==> src/rtl/uart_tx_serializer.sv <==
// UART transmit serializer: pops one byte per frame from a transmit FIFO and shifts it out (start, data LSB first, parity, stop).
// Line falls 3 cycles after the start condition is seen; FIFO_Empty/BIST_Mode hold the block idle between frames, never mid-frame.
module uart_tx_serializer #(
  parameter int DATA_BITS    = 8,
  parameter int CLKS_PER_BIT = 16,
  parameter int PARITY       = 0,
  parameter int STOP_BITS    = 1
) (
  input  logic                 clk,
  input  logic                 rst,
  input  logic [DATA_BITS-1:0] Tx_Data,
  input  logic                 FIFO_Empty,
  input  logic                 BIST_Mode,
  output logic                 Pop_Data,
  output logic                 Tx,
  output logic                 Tx_Busy,
  output logic                 Tx_Done
);

  localparam int BAUD_W = (CLKS_PER_BIT > 1) ? $clog2(CLKS_PER_BIT) : 1;
  localparam int BIT_W  = $clog2(DATA_BITS + 1);

  localparam logic [BAUD_W-1:0] BAUD_LAST = BAUD_W'(CLKS_PER_BIT - 1);
  localparam logic [BIT_W-1:0]  DATA_LAST = BIT_W'(DATA_BITS - 1);
  localparam logic [BIT_W-1:0]  STOP_LAST = BIT_W'(STOP_BITS - 1);

  typedef enum logic [2:0] {
    IDLE,
    POP,
    LOAD,
    START,
    DATA,
    PAR,
    STOP
  } state_t;

  state_t                state, state_nxt;
  logic [BAUD_W-1:0]     baud_cnt, baud_nxt;
  logic [BIT_W-1:0]      bit_cnt, bit_nxt;
  logic [DATA_BITS-1:0]  shift, shift_nxt;
  logic                  par_bit, par_nxt;
  logic                  tx_nxt, pop_nxt, busy_nxt, done_nxt;
  logic                  start_ok, baud_end;

  assign start_ok = !FIFO_Empty && !BIST_Mode;
  assign baud_end = (baud_cnt == BAUD_LAST);

  always_ff @(posedge clk or posedge rst) begin
    if (rst) begin
      state    <= IDLE;
      baud_cnt <= '0;
      bit_cnt  <= '0;
      shift    <= '0;
      par_bit  <= 1'b0;
      Tx       <= 1'b1;
      Pop_Data <= 1'b0;
      Tx_Busy  <= 1'b0;
      Tx_Done  <= 1'b0;
    end else begin
      state    <= state_nxt;
      baud_cnt <= baud_nxt;
      bit_cnt  <= bit_nxt;
      shift    <= shift_nxt;
      par_bit  <= par_nxt;
      Tx       <= tx_nxt;
      Pop_Data <= pop_nxt;
      Tx_Busy  <= busy_nxt;
      Tx_Done  <= done_nxt;
    end
  end

  // Tx is registered from the current state, so the line trails the FSM by one cycle
  always_comb begin
    state_nxt = state;
    baud_nxt  = baud_cnt;
    bit_nxt   = bit_cnt;
    shift_nxt = shift;
    par_nxt   = par_bit;
    tx_nxt    = 1'b1;
    pop_nxt   = 1'b0;
    busy_nxt  = Tx_Busy;
    done_nxt  = 1'b0;

    case (state)
      IDLE: begin
        busy_nxt = 1'b0;
        if (start_ok) begin
          state_nxt = POP;
          pop_nxt   = 1'b1;
          busy_nxt  = 1'b1;
        end
      end

      POP: state_nxt = LOAD;

      LOAD: begin
        shift_nxt = Tx_Data;
        par_nxt   = (PARITY == 2) ? ~^Tx_Data : ^Tx_Data;
        baud_nxt  = '0;
        bit_nxt   = '0;
        state_nxt = START;
      end

      START: begin
        tx_nxt = 1'b0;
        if (baud_end) begin
          baud_nxt  = '0;
          state_nxt = DATA;
        end else begin
          baud_nxt = baud_cnt + BAUD_W'(1);
        end
      end

      DATA: begin
        tx_nxt = shift[0];
        if (baud_end) begin
          baud_nxt  = '0;
          shift_nxt = {1'b0, shift[DATA_BITS-1:1]};
          if (bit_cnt == DATA_LAST) begin
            bit_nxt   = '0;
            state_nxt = (PARITY != 0) ? PAR : STOP;
          end else begin
            bit_nxt = bit_cnt + BIT_W'(1);
          end
        end else begin
          baud_nxt = baud_cnt + BAUD_W'(1);
        end
      end

      PAR: begin
        tx_nxt = par_bit;
        if (baud_end) begin
          baud_nxt  = '0;
          state_nxt = STOP;
        end else begin
          baud_nxt = baud_cnt + BAUD_W'(1);
        end
      end

      STOP: begin
        tx_nxt = 1'b1;
        if (baud_end) begin
          baud_nxt = '0;
          if (bit_cnt == STOP_LAST) begin
            bit_nxt  = '0;
            done_nxt = 1'b1;
            // back-to-back frames skip IDLE so the gap is only POP + LOAD
            if (start_ok) begin
              state_nxt = POP;
              pop_nxt   = 1'b1;
              busy_nxt  = 1'b1;
            end else begin
              state_nxt = IDLE;
              busy_nxt  = 1'b0;
            end
          end else begin
            bit_nxt = bit_cnt + BIT_W'(1);
          end
        end else begin
          baud_nxt = baud_cnt + BAUD_W'(1);
        end
      end

      default: state_nxt = IDLE;
    endcase
  end

endmodule

==> config.mk <==
export PLATFORM = sky130hd
export DESIGN_NAME = uart_tx_serializer
export DESIGN_NICKNAME = d
export VERILOG_FILES = /design/src/rtl/uart_tx_serializer.sv
export SDC_FILE = /design/constraint.sdc
export NUM_CORES = 1
export LEC_CHECK = 0
export ABC_CLOCK_PERIOD_IN_PS = 2800
export CORE_MARGIN = 2
export CORE_UTILIZATION = 59
export DETAILED_ROUTE_END_ITERATION = 7
export PLACE_DENSITY = 0.83
export SLEW_MARGIN = 5
export SYNTH_ARGS = -nofsm -noshare
export SYNTH_HDL_FRONTEND = slang
export SYNTH_SLANG_ARGS = --single-unit
==> constraint.sdc <==
create_clock -name clk -period 2.8 [get_ports clk]
set_input_delay 0.7 -clock clk [delete_from_list [all_inputs] [get_ports clk]]
set_output_delay 0.7 -clock clk [all_outputs]
set_load 0.01 [all_outputs]
## Word-level counts from Yosys, hierarchy flattened

Index checks and enable logic that the tools add are counted.

- Add/sub/neg operators: 2
- Equality and inequality tests: 15
- Multiplexer cells: 29
- Reductions and logical operators: 15

Operators with widths:

| kind | number |
|---|---|
| 3-bit 2-to-1 mux | 7 |
| 3-bit case mux with 7 select lines | 1 |
| 4-bit 2-to-1 mux | 5 |
| 8-bit case mux with 2 select lines | 1 |
| 2-bit inequality test (second input constant) | 7 |
| 4-bit case mux with 3 select lines | 1 |
| 3-bit equality test (second input constant) | 3 |
| 1-bit 2-to-1 mux | 9 |
| 4-bit by 1-bit adder with 4-bit output (second input constant) | 2 |
| 8-bit 2-to-1 mux | 1 |
| 4-bit case mux with 2 select lines | 1 |
| 8-bit XOR reduction | 1 |
| 7-bit AND reduction | 1 |
| 3-bit by 2-bit equality test with 1-bit output (second input constant) | 2 |
| 3-bit AND reduction | 2 |
| 2-bit nonzero test | 3 |
| 4-bit by 3-bit equality test with 1-bit output (second input constant) | 1 |
| 4-bit equality test (second input constant) | 1 |
| 4-bit zero test | 1 |
| 1-bit case mux with 2 select lines | 2 |
| 4-bit OR reduction | 1 |
| 3-bit by 1-bit equality test with 1-bit output (second input constant) | 1 |
| 3-bit zero test | 1 |
| 1-bit case mux with 3 select lines | 1 |
| other kinds (4) | 5 |

- Register bits after elaboration: 24
- Bits of input ports: 12
- Output and inout port bits: 4
- Logic and storage cells: 70

## Depth between registers and ports, before layout

Gate-level depths: netlist of the first run.

- Word-level depth: 6
- Depth in mapped cells: 6

## Worst setup path before layout of the first run

No wires, ideal clock.

- Path kind: register to register
- Start: reg baud_cnt[1]
- End: reg shift[0]
- Library setup time: 125 ps
- Arrival: 1483 ps
- Data required time: 2675 ps
- Setup slack: 1192 ps
- Stages on the path, launching flop included: 7
- Period minus slack after synthesis: 1608 ps
- Cells stage by stage: dfrtp_1 ha_1 and3_1 buf_4 nand2_4 a21oi_4 mux2_2

- Longest elaborated chain between the ends: 3

Ends and longest elaborated chain:

| element | line | text |
|---|---|---|
| start, declared | 38 | `logic [BAUD_W-1:0] baud_cnt, baud_nxt;` |
| start signal, assigned | 61 | `baud_cnt <= baud_nxt;` |
| 4-bit equality test | 46 | `assign baud_end = (baud_cnt == BAUD_LAST);` |
| 2-bit inequality test (no line) | - |  |
| 2-bit AND reduction (no line) | - |  |
| end signal, assigned | 63 | `shift <= shift_nxt;` |
| end, declared | 40 | `logic [DATA_BITS-1:0] shift, shift_nxt;` |

No other way between the ends.
A chain may end at the register's enable or synchronous reset.

## Worst setup path after layout of the first run

- Start: reg Tx
- End: out Tx

RTL lines:

| element | line | text |
|---|---|---|
| start, declared | 15 | `output logic Tx,` |
| start signal, assigned | 65 | `Tx <= tx_nxt;` |

No word-level cell between the ends.

==> flow_summary_export.csv, run 1 <==
group,metric,value,unit
synthesis,synth_cell_types,49,
setup_path,reg2reg_from,"state[2]",
setup_path,critPathRequiredTime,2.10,ns
clock_tree,clkLatencyLatePin,0.32,ns
clock_tree,h-tree-depth,1,
die,die_y,53.8,um
die,die_w,53.8,um
timing,worst_pin_slew,0.570,ns
die,core,0.00241,mm^2
setup_path,crit_path_start,"Tx",
finish,finalInstanceArea,0.00164,mm^2
power_and_ir_drop,peakVddDrop,0.000316,V
setup_path,ff2ff_path_depth,3,
synthesis,yosys_warnings,0,
route,drc_errors,0,
route,drt_first_pass_iters,4,
place,hpwlAfterDp,2.19,mm
synthesis,async_reset_ff_frac,1.00,
synthesis,synthFlopType,"dfrtp_1",
route,via_per_inst,6.16,
setup_path,crit_chain,"clkdlybuf4s50_1",
power_and_ir_drop,internal_power,450,uW
global_route,grt_pass1_wl,5.02,mm
finish,area_growth,12.2,%
finish,drive_gt1_frac,0.171,
die,start_util,0.607,
finish,mostFrequentLayoutCells,"dfrtp_1, clkdlybuf4s50_1, mux2_2",
setup_path,cp-endpoint,"Tx",
timing,setup_violations,0,
route,dr_total_vias,1158,
finish,final_common_cell,"dfrtp_1",
synthesis,syn_nets,161,
outcome,status,"finished clean",
synthesis,ys_top_cells_by_area,"dfrtp_1, mux2_2, xnor2_1",
die,die-area,0.00289,mm^2
power_and_ir_drop,combPwrFrac,0.104,
hold_path,hp-class,"register to register",
power_and_ir_drop,p_leak,0.000706,uW
clock_tree,clockBufferDepth,2,
setup_path,crit_type,"register to output port",
clock_tree,clkSinkCount,24,
synthesis,synth-seq-cells,24,
route,drt_iter0_markers,29,
setup_path,slowest_stage,"dfstp_2",
place,numPortBuffers,15,
setup_path,cp-end-kind,"output port",
timing,grt_setup_unrepaired,"false",
timing,skew,0.00327,ns
setup_path,cpPeakStageDelay,0.54,ns
timing,finalMaxSlewViolations,0,
place,finalWeightedCongestion,0.745,
place,placed_cell_area,0.00162,mm^2
clock_tree,numCtsBuffers,3,
power_and_ir_drop,power.density,356,mW/mm^2
global_route,grt_use_total,0.240,
clock_tree,clk_pin_slew,0.13,ns
synthesis,yosysTopAreaCell,"dfrtp_1",
setup_path,r2r_slack,0.82,ns
timing,hold_viol_final,0,
setup_path,path_depth,1,
die,rows,18,
route,postRouteAntennaNets,0,
timing,maxSlewHeadroom,0.620,
timing,setup-tns-final,0,ns
synthesis,postSynthCellCount,146,
power_and_ir_drop,switchingPower,135,uW
setup_path,cp_num_buf_inv,1,
synthesis,syn_area,0.00146,mm^2
clock_tree,postCtsSetupRepairBufs,0,
global_route,antenna_found_initial,0,
power_and_ir_drop,sequentialPowerShare,0.622,
die,io_pins,16,
global_route,overflow,0,
setup_path,crit_path_start_kind,"register",
synthesis,synth_edf_count,0,
clock_tree,cts_root_buf,"clkbuf_4",
route,wl_per_cell,15.9,um
finish,diodes,0,
setup_path,crit_family,"flip-flops",
job,drv_cap,0,
timing,period_share,0.741,
power_and_ir_drop,swShare,0.231,
global_route,grt_pass1_vias,1140,
clock_tree,tritoncts,"built",
setup_path,critPathMaxFanout,1,
setup_path,worstReg2RegEnd,"shift[6]",
timing,layout_min_cycle_time,2.07,ns
setup_path,arrival,1.37,ns
synthesis,yosysSeqAreaShare,0.411,
global_route,grt_max_degree,25,
synthesis,synth_top_area_frac,0.393,
timing,fmax,0.482,GHz
route,drt_wl_total,2.99,mm
clock_tree,ctsHoldBuffers,0,
power_and_ir_drop,pwr-share-clk,0.274,
clock_tree,post_cts_resized,0,
finish,nNetsFinal,174,
synthesis,syn_area_per_cell,10.0,um^2
[stage by stage]
stage	utilization	std cells	setup WS (ns)	power, uW	hold WS (ns)
after floorplan	-	146	1.19	404	0.473
after detailed placement	0.670	184	0.849	432	0.501
after global routing	0.681	188	0.692	608	0.546
final	0.681	188	0.726	584	0.530
after global placement	0.670	184	0.927	429	0.486
after CTS	0.681	188	0.719	587	0.531
[state kept, by name, indices dropped and copies added, names as in the netlist]
| name | cells |
|---|---|
| shift | 8 |
| Pop_Data | 1 |
| Tx_Done | 1 |
| baud_cnt | 4 |
| state | 3 |
| Tx_Busy | 1 |
| par_bit | 1 |
| bit_cnt | 4 |
| Tx | 1 |
[per-layer routing]
metal	wire, um	vias to the layer above	global-route usage
met1	1310	572	0.303
met2	1520	27	0.404
met3	78	10	0.0250
met4	86	0	0.124
met5	0	-	0
li1	-	549	-
[area by class of cell]
class,count,area (um^2)
fillers,191,768
clock buffers,4,26.3
repair buffers,17,165
multi-input cells,108,792
flip-flops and latches,24,602
well taps,30,37.5
inverters,5,18.8
[worst register-to-register path: stages (launching register included)]
cell and delay, ns:
dfrtp_1 0.73, nor3b_4 0.52, mux2_2 0.39, mux2_2 0.26
[logic make-up (layout without fill, tap and decap cells)]
kind of cell,after synthesis,count (layout),synth area share
multiplexers,16,16,0.121
XOR/XNOR,8,8,0.0479
AND/OR/NAND/NOR,42,42,0.162
AO/OA/AOI/OAI,39,39,0.185
flip-flops,24,24,0.411
adder cells (fa/ha/maj),3,3,0.0257
buffers and inverters,14,26,0.0470
[worst min-delay path by stage]
stage	startpoint	to	cells after the start
finish	shift[5]	shift[5]	1
global route	shift[4]	shift[4]	1
global placement	shift[6]	shift[6]	1
floorplan	baud_cnt[0]	baud_cnt[0]	1
CTS	shift[6]	shift[6]	1
detailed placement	shift[2]	shift[2]	1
[cells in the mapped netlist (all sizes together) (4+ instances only)]
library cell and instances:
xnor2 8, inv 5, o211ai 4, a21oi 10, buf 6, dfrtp 23
o21ai 7, nor2 12, mux2 14, nand2 9, nand3 5
[power by group through the flow]
| stage | registers, uW | clock network [uW] | logic (uW) |
|---|---|---|---|
| after floorplan | 369 | 0 | 34.7 |
| after CTS | 364 | 162 | 61.6 |
| after global routing | 365 | 175 | 68.5 |
| after global placement | 370 | 0 | 59.7 |
| after detailed placement | 370 | 0 | 61.5 |
| final | 364 | 160 | 60.9 |
No activity file was read; power rests on OpenSTA's default activity.
==> run 2, diff against run 1 <==
--- a/config.mk
+++ b/config.mk
@@ -5,11 +5,11 @@
 export SDC_FILE = /design/constraint.sdc
 export NUM_CORES = 1
 export LEC_CHECK = 0
-export ABC_CLOCK_PERIOD_IN_PS = 2800
+export ABC_CLOCK_PERIOD_IN_PS = 2040
 export CORE_MARGIN = 2
-export CORE_UTILIZATION = 59
+export CORE_UTILIZATION = 55
 export DETAILED_ROUTE_END_ITERATION = 7
-export PLACE_DENSITY = 0.83
+export PLACE_DENSITY = 0.78
 export SLEW_MARGIN = 5
 export SYNTH_ARGS = -nofsm -noshare
 export SYNTH_HDL_FRONTEND = slang
==> constraint.sdc (replaced) <==
create_clock -name clk -period 2.04 [get_ports clk]
set_input_delay 0.51 -clock clk [delete_from_list [all_inputs] [get_ports clk]]
set_output_delay 0.51 -clock clk [all_outputs]
set_load 0.01 [all_outputs]
==> flow_summary_export.csv, run 2 (synthesized netlist as in run 1, its figures left out) <==
group,metric,value,unit
clock_tree,ctsHoldBuffers,0,
clock_tree,numCtsBuffers,3,
global_route,grt_pass1_wl,5.08,mm
clock_tree,clkSinkCount,24,
timing,setup-tns-final,0,ns
die,die-area,0.00309,mm^2
power_and_ir_drop,power.density,496,mW/mm^2
clock_tree,tritoncts,"built",
timing,maxSlewHeadroom,0.733,
power_and_ir_drop,total_power,833,uW
setup_path,cp-end-kind,"output port",
setup_path,cpPeakStageDelay,0.54,ns
clock_tree,clockBufferDepth,2,
setup_path,cp_num_buf_inv,1,
route,wl_per_cell,15.4,um
hold_path,hp-class,"primary input to asynchronous set/reset pin",
clock_tree,h-tree-depth,1,
route,drt_wl_total,2.96,mm
timing,finalMaxSlewViolations,0,
route,drt_first_pass_iters,5,
setup_path,critPathMaxFanout,1,
setup_path,arrival,1.37,ns
finish,final_common_cell,"dfrtp_1",
setup_path,ff2ff_path_depth,5,
place,finalWeightedCongestion,0.838,
timing,layout_min_cycle_time,1.88,ns
finish,diodes,0,
clock_tree,clk_pin_slew,0.13,ns
route,via_per_inst,6.24,
finish,regMostFlops,"shift",
global_route,grt_pass1_vias,1177,
route,dr_total_vias,1198,
timing,worst_pin_slew,0.400,ns
clock_tree,clkLatencyLatePin,0.31,ns
setup_path,crit_chain,"clkdlybuf4s50_1",
setup_path,crit_family,"flip-flops",
die,start_util,0.585,
route,drt_iter0_markers,45,
die,io_pins,16,
finish,largest_reg_flops,8,
route,drc_errors,0,
setup_path,critPathRequiredTime,1.53,ns
setup_path,r2r_slack,0.20,ns
place,hpwlAfterDp,2.28,mm
setup_path,crit_type,"register to output port",
setup_path,reg2reg_from,"baud_cnt[0]",
route,postRouteAntennaNets,0,
setup_path,slowest_stage,"dfstp_2",
die,die_y,55.6,um
finish,area_growth,15.0,%
timing,period_share,0.921,
outcome,status,"finished clean",
power_and_ir_drop,peakVddDrop,0.000446,V
timing,setup_violations,0,
power_and_ir_drop,p_leak,0.000731,uW
die,core,0.00250,mm^2
timing,fmax,0.532,GHz
global_route,overflow,0,
setup_path,worstReg2RegEnd,"shift[2]",
finish,drive_gt1_frac,0.198,
die,die_w,55.6,um
finish,top_regs,"shift: 8 flops, baud_cnt: 4 flops, bit_cnt: 4 flops",
place,numPortBuffers,15,
global_route,antenna_found_initial,0,
clock_tree,postCtsSetupRepairBufs,0,
setup_path,crit_path_start_kind,"register",
finish,mostFrequentLayoutCells,"dfrtp_1, clkdlybuf4s50_1, mux2_2",
global_route,grt_use_total,0.202,
finish,nNetsFinal,178,
die,rows,18,
clock_tree,post_cts_resized,0,
timing,hold_viol_final,0,
timing,skew,0.00327,ns
global_route,grt_max_degree,24,
clock_tree,cts_root_buf,"clkbuf_4",
job,drv_cap,0,
timing,grt_setup_unrepaired,"false",
## run 2: cell types whose count changed in the layout (fill, tap and decap cells not counted), sizes merged
cell / previous run / this run
buf: 2 / 6
## run 2: worst max-delay path by stage
| stage | start | end | cells after the start |
|---|---|---|---|
| 6_report | Tx | Tx | 1 |
| 5_1_grt | baud_cnt[1] | shift[1] | 5 |
| 4_1_cts | Tx | Tx | 1 |
| 3_5_place_dp | baud_cnt[0] | shift[2] | 5 |
| 3_3_place_gp | baud_cnt[0] | shift[3] | 5 |
| 2_1_floorplan | baud_cnt[1] | shift[0] | 6 |
## run 2: power by group
part | leakage (uW) | total, uW | switching (uW) | internal, uW
clock network | 0.0000210 | 248 | 139 | 109
logic | 0.000427 | 86.4 | 35.9 | 50.5
registers | 0.000282 | 499 | 7.44 | 491
## run 2: metrics by stage
| stage | instances | hold WS [ns] | utilization | instance area (um^2) | worst slack [ns] |
|---|---|---|---|---|---|
| after global placement | 188 | 0.484 | 0.658 | 1650 | 0.294 |
| after global routing | 192 | 0.470 | 0.673 | 1680 | 0.0873 |
| after CTS | 192 | 0.449 | 0.673 | 1680 | 0.141 |
| after detailed placement | 188 | 0.496 | 0.658 | 1650 | 0.205 |
| final | 192 | 0.454 | 0.673 | 1680 | 0.161 |
| after floorplan | 146 | 0.473 | - | 1460 | 0.432 |
## run 2: area by class of cell
cell class | count | area, um^2
Multi-Input combinational cell | 108 | 792
Timing Repair Buffer | 21 | 195
Tap cell | 30 | 37.5
Sequential cell | 24 | 602
Clock buffer | 4 | 36.3
Fill cell | 191 | 818
Inverter | 5 | 18.8
## run 2: per-layer routing
layer	global-route usage	wire length, um
met5	0	0
met3	0.0372	162
met2	0.325	1500
met4	0.0941	50
met1	0.265	1250
==> run 3, diff against run 2 <==
--- a/config.mk
+++ b/config.mk
@@ -7,10 +7,11 @@
 export LEC_CHECK = 0
 export ABC_CLOCK_PERIOD_IN_PS = 2040
 export CORE_MARGIN = 2
-export CORE_UTILIZATION = 55
+export CORE_UTILIZATION = 62
 export DETAILED_ROUTE_END_ITERATION = 7
+export DONT_BUFFER_PORTS = 1
 export PLACE_DENSITY = 0.78
-export SLEW_MARGIN = 5
+export SLEW_MARGIN = 20
 export SYNTH_ARGS = -nofsm -noshare
 export SYNTH_HDL_FRONTEND = slang
 export SYNTH_SLANG_ARGS = --single-unit
==> flow_summary_export.csv, run 3 (synthesized netlist as in run 1, its figures left out) <==
group,metric,value,unit
global_route,grt_pass1_vias,1162,
timing,skew,0.00244,ns
global_route,grt_max_degree,25,
die,io_pins,16,
finish,multi_input_area,792,um^2
power_and_ir_drop,peakVddDrop,0.000501,V
setup_path,cp_num_buf_inv,0,
finish,nNetsFinal,161,
outcome,status,"finished clean",
clock_tree,clk_pin_slew,0.13,ns
clock_tree,clockBufferDepth,2,
global_route,grt-busiest-layer,"met2",
timing,hold_viol_final,0,
timing,period_share,0.937,
timing,setup_violations,0,
finish,nFillCells,185,
finish,mostFrequentLayoutCells,"dfrtp_1, mux2_2, nor2_1",
clock_tree,numCtsBuffers,3,
route,postRouteAntennaNets,0,
clock_tree,clkLatencyLatePin,0.32,ns
die,die_y,52.6,um
setup_path,critPathRequiredTime,2.27,ns
finish,drive_gt1_frac,0.207,
power_and_ir_drop,power.density,591,mW/mm^2
route,dr_total_vias,1121,
die,start_util,0.661,
setup_path,slowest_stage,"dfrtp_1",
setup_path,critPathMaxFanout,7,
timing,grt_setup_unrepaired,"false",
route,drc_errors,0,
finish,top_regs,"shift: 8 flops, baud_cnt: 4 flops, bit_cnt: 4 flops",
setup_path,crit_type,"register to register",
finish,seq_area,602,um^2
route,via_per_inst,6.48,
die,die-area,0.00276,mm^2
global_route,overflow,0,
timing,worst_pin_slew,0.434,ns
timing,finalMaxSlewViolations,0,
finish,area_growth,4.62,%
clock_tree,tritoncts,"built",
place,numPortBuffers,0,
setup_path,cp-end-kind,"register",
route,drt_first_pass_iters,5,
global_route,antenna_found_initial,0,
place,finalWeightedCongestion,0.758,
setup_path,cpPeakStageDelay,0.42,ns
clock_tree,post_cts_resized,0,
finish,final_common_cell,"dfrtp_1",
finish,regMostFlops,"shift",
power_and_ir_drop,p_leak,0.000671,uW
place,placed_cell_area,0.00148,mm^2
finish,finalInstanceArea,0.00153,mm^2
setup_path,arrival,2.14,ns
die,core,0.00221,mm^2
die,rows,17,
global_route,grt_use_total,0.254,
die,die_w,52.6,um
route,drt_iter0_markers,27,
route,wl_per_cell,17.1,um
finish,diodes,0,
route,drt_wl_total,2.96,mm
clock_tree,ctsHoldBuffers,0,
job,drv_cap,0,
timing,setup-tns-final,0,ns
finish,largest_reg_flops,8,
setup_path,crit_chain,"ha_1, and3_1, nand2_4, a21oi_4, mux2_2",
setup_path,crit_path_start_kind,"register",
clock_tree,postCtsSetupRepairBufs,0,
clock_tree,h-tree-depth,1,
hold_path,hp-class,"primary input to asynchronous set/reset pin",
global_route,grt_pass1_wl,5.09,mm
global_route,grtUsageMet3,0.0400,
clock_tree,cts_root_buf,"clkbuf_4",
global_route,use_met2,0.404,
global_route,met1_usage,0.339,
clock_tree,clkSinkCount,24,
place,hpwlAfterDp,2.11,mm
timing,layout_min_cycle_time,1.91,ns
setup_path,crit_family,"simple AND/OR/NAND/NOR gates",
timing,fmax,0.523,GHz
timing,maxSlewHeadroom,0.710,
[run 3: changes by cell type in the layout (fill, tap and decap cells not counted)]
cell,change
bufinv_16,+1
clkbuf_8,-1
clkdlybuf4s50_1,-15
buf_4,-2
[run 3: layer usage]
layer | routed length [um] | up-vias
li1 | - | 530
met1 | 1230 | 554
met2 | 1530 | 31
met3 | 140 | 6
met4 | 60 | 0
met5 | 0 | -
[run 3: through the flow]
step / hold slack, ns / power [uW] / utilization / setup WS, ns / std cells
after floorplan: 0.473 / 554 / - / 0.432 / 146
after global placement: 0.464 / 563 / 0.668 / 0.285 / 169
after detailed placement: 0.468 / 565 / 0.668 / 0.181 / 169
after CTS: 0.0968 / 917 / 0.692 / 0.150 / 173
after global routing: 0.107 / 936 / 0.692 / 0.0263 / 173
final: 0.0948 / 905 / 0.692 / 0.128 / 173
[run 3: path summary, 6_finish.rpt]
kind | startpoint | end | slack [ns] | cells past startpoint
setup / recovery | baud_cnt[1] | shift[6] | 0.13 | 5
hold / removal | rst | shift[6] | 0.09 | 2
setup reg to reg | baud_cnt[1] | shift[6] | 0.13 | 5
hold reg to reg | shift[5] | shift[5] | 0.52 | 1
max in group asynchronous | rst | Tx | 1.66 | 2
min in group clk | FIFO_Empty | Pop_Data | 0.25 | 1
[run 3: cell type report]
type                    count  area share
repair buffers              4      0.0196
clock buffers               3      0.0147
flip-flops and latches     24       0.393
well taps                  28      0.0229
clock inverters             1      0.0196
multi-input cells         108       0.518
inverters                   5      0.0123
[run 3: where the power goes]
part           total [uW]  internal (uW)  switching, uW  leakage [uW]
Clock                 350            199            151     0.0000279
Combinational        55.9           29.5           26.4      0.000360
Sequential            499            491           7.79      0.000282
Total                 905            720            185      0.000671
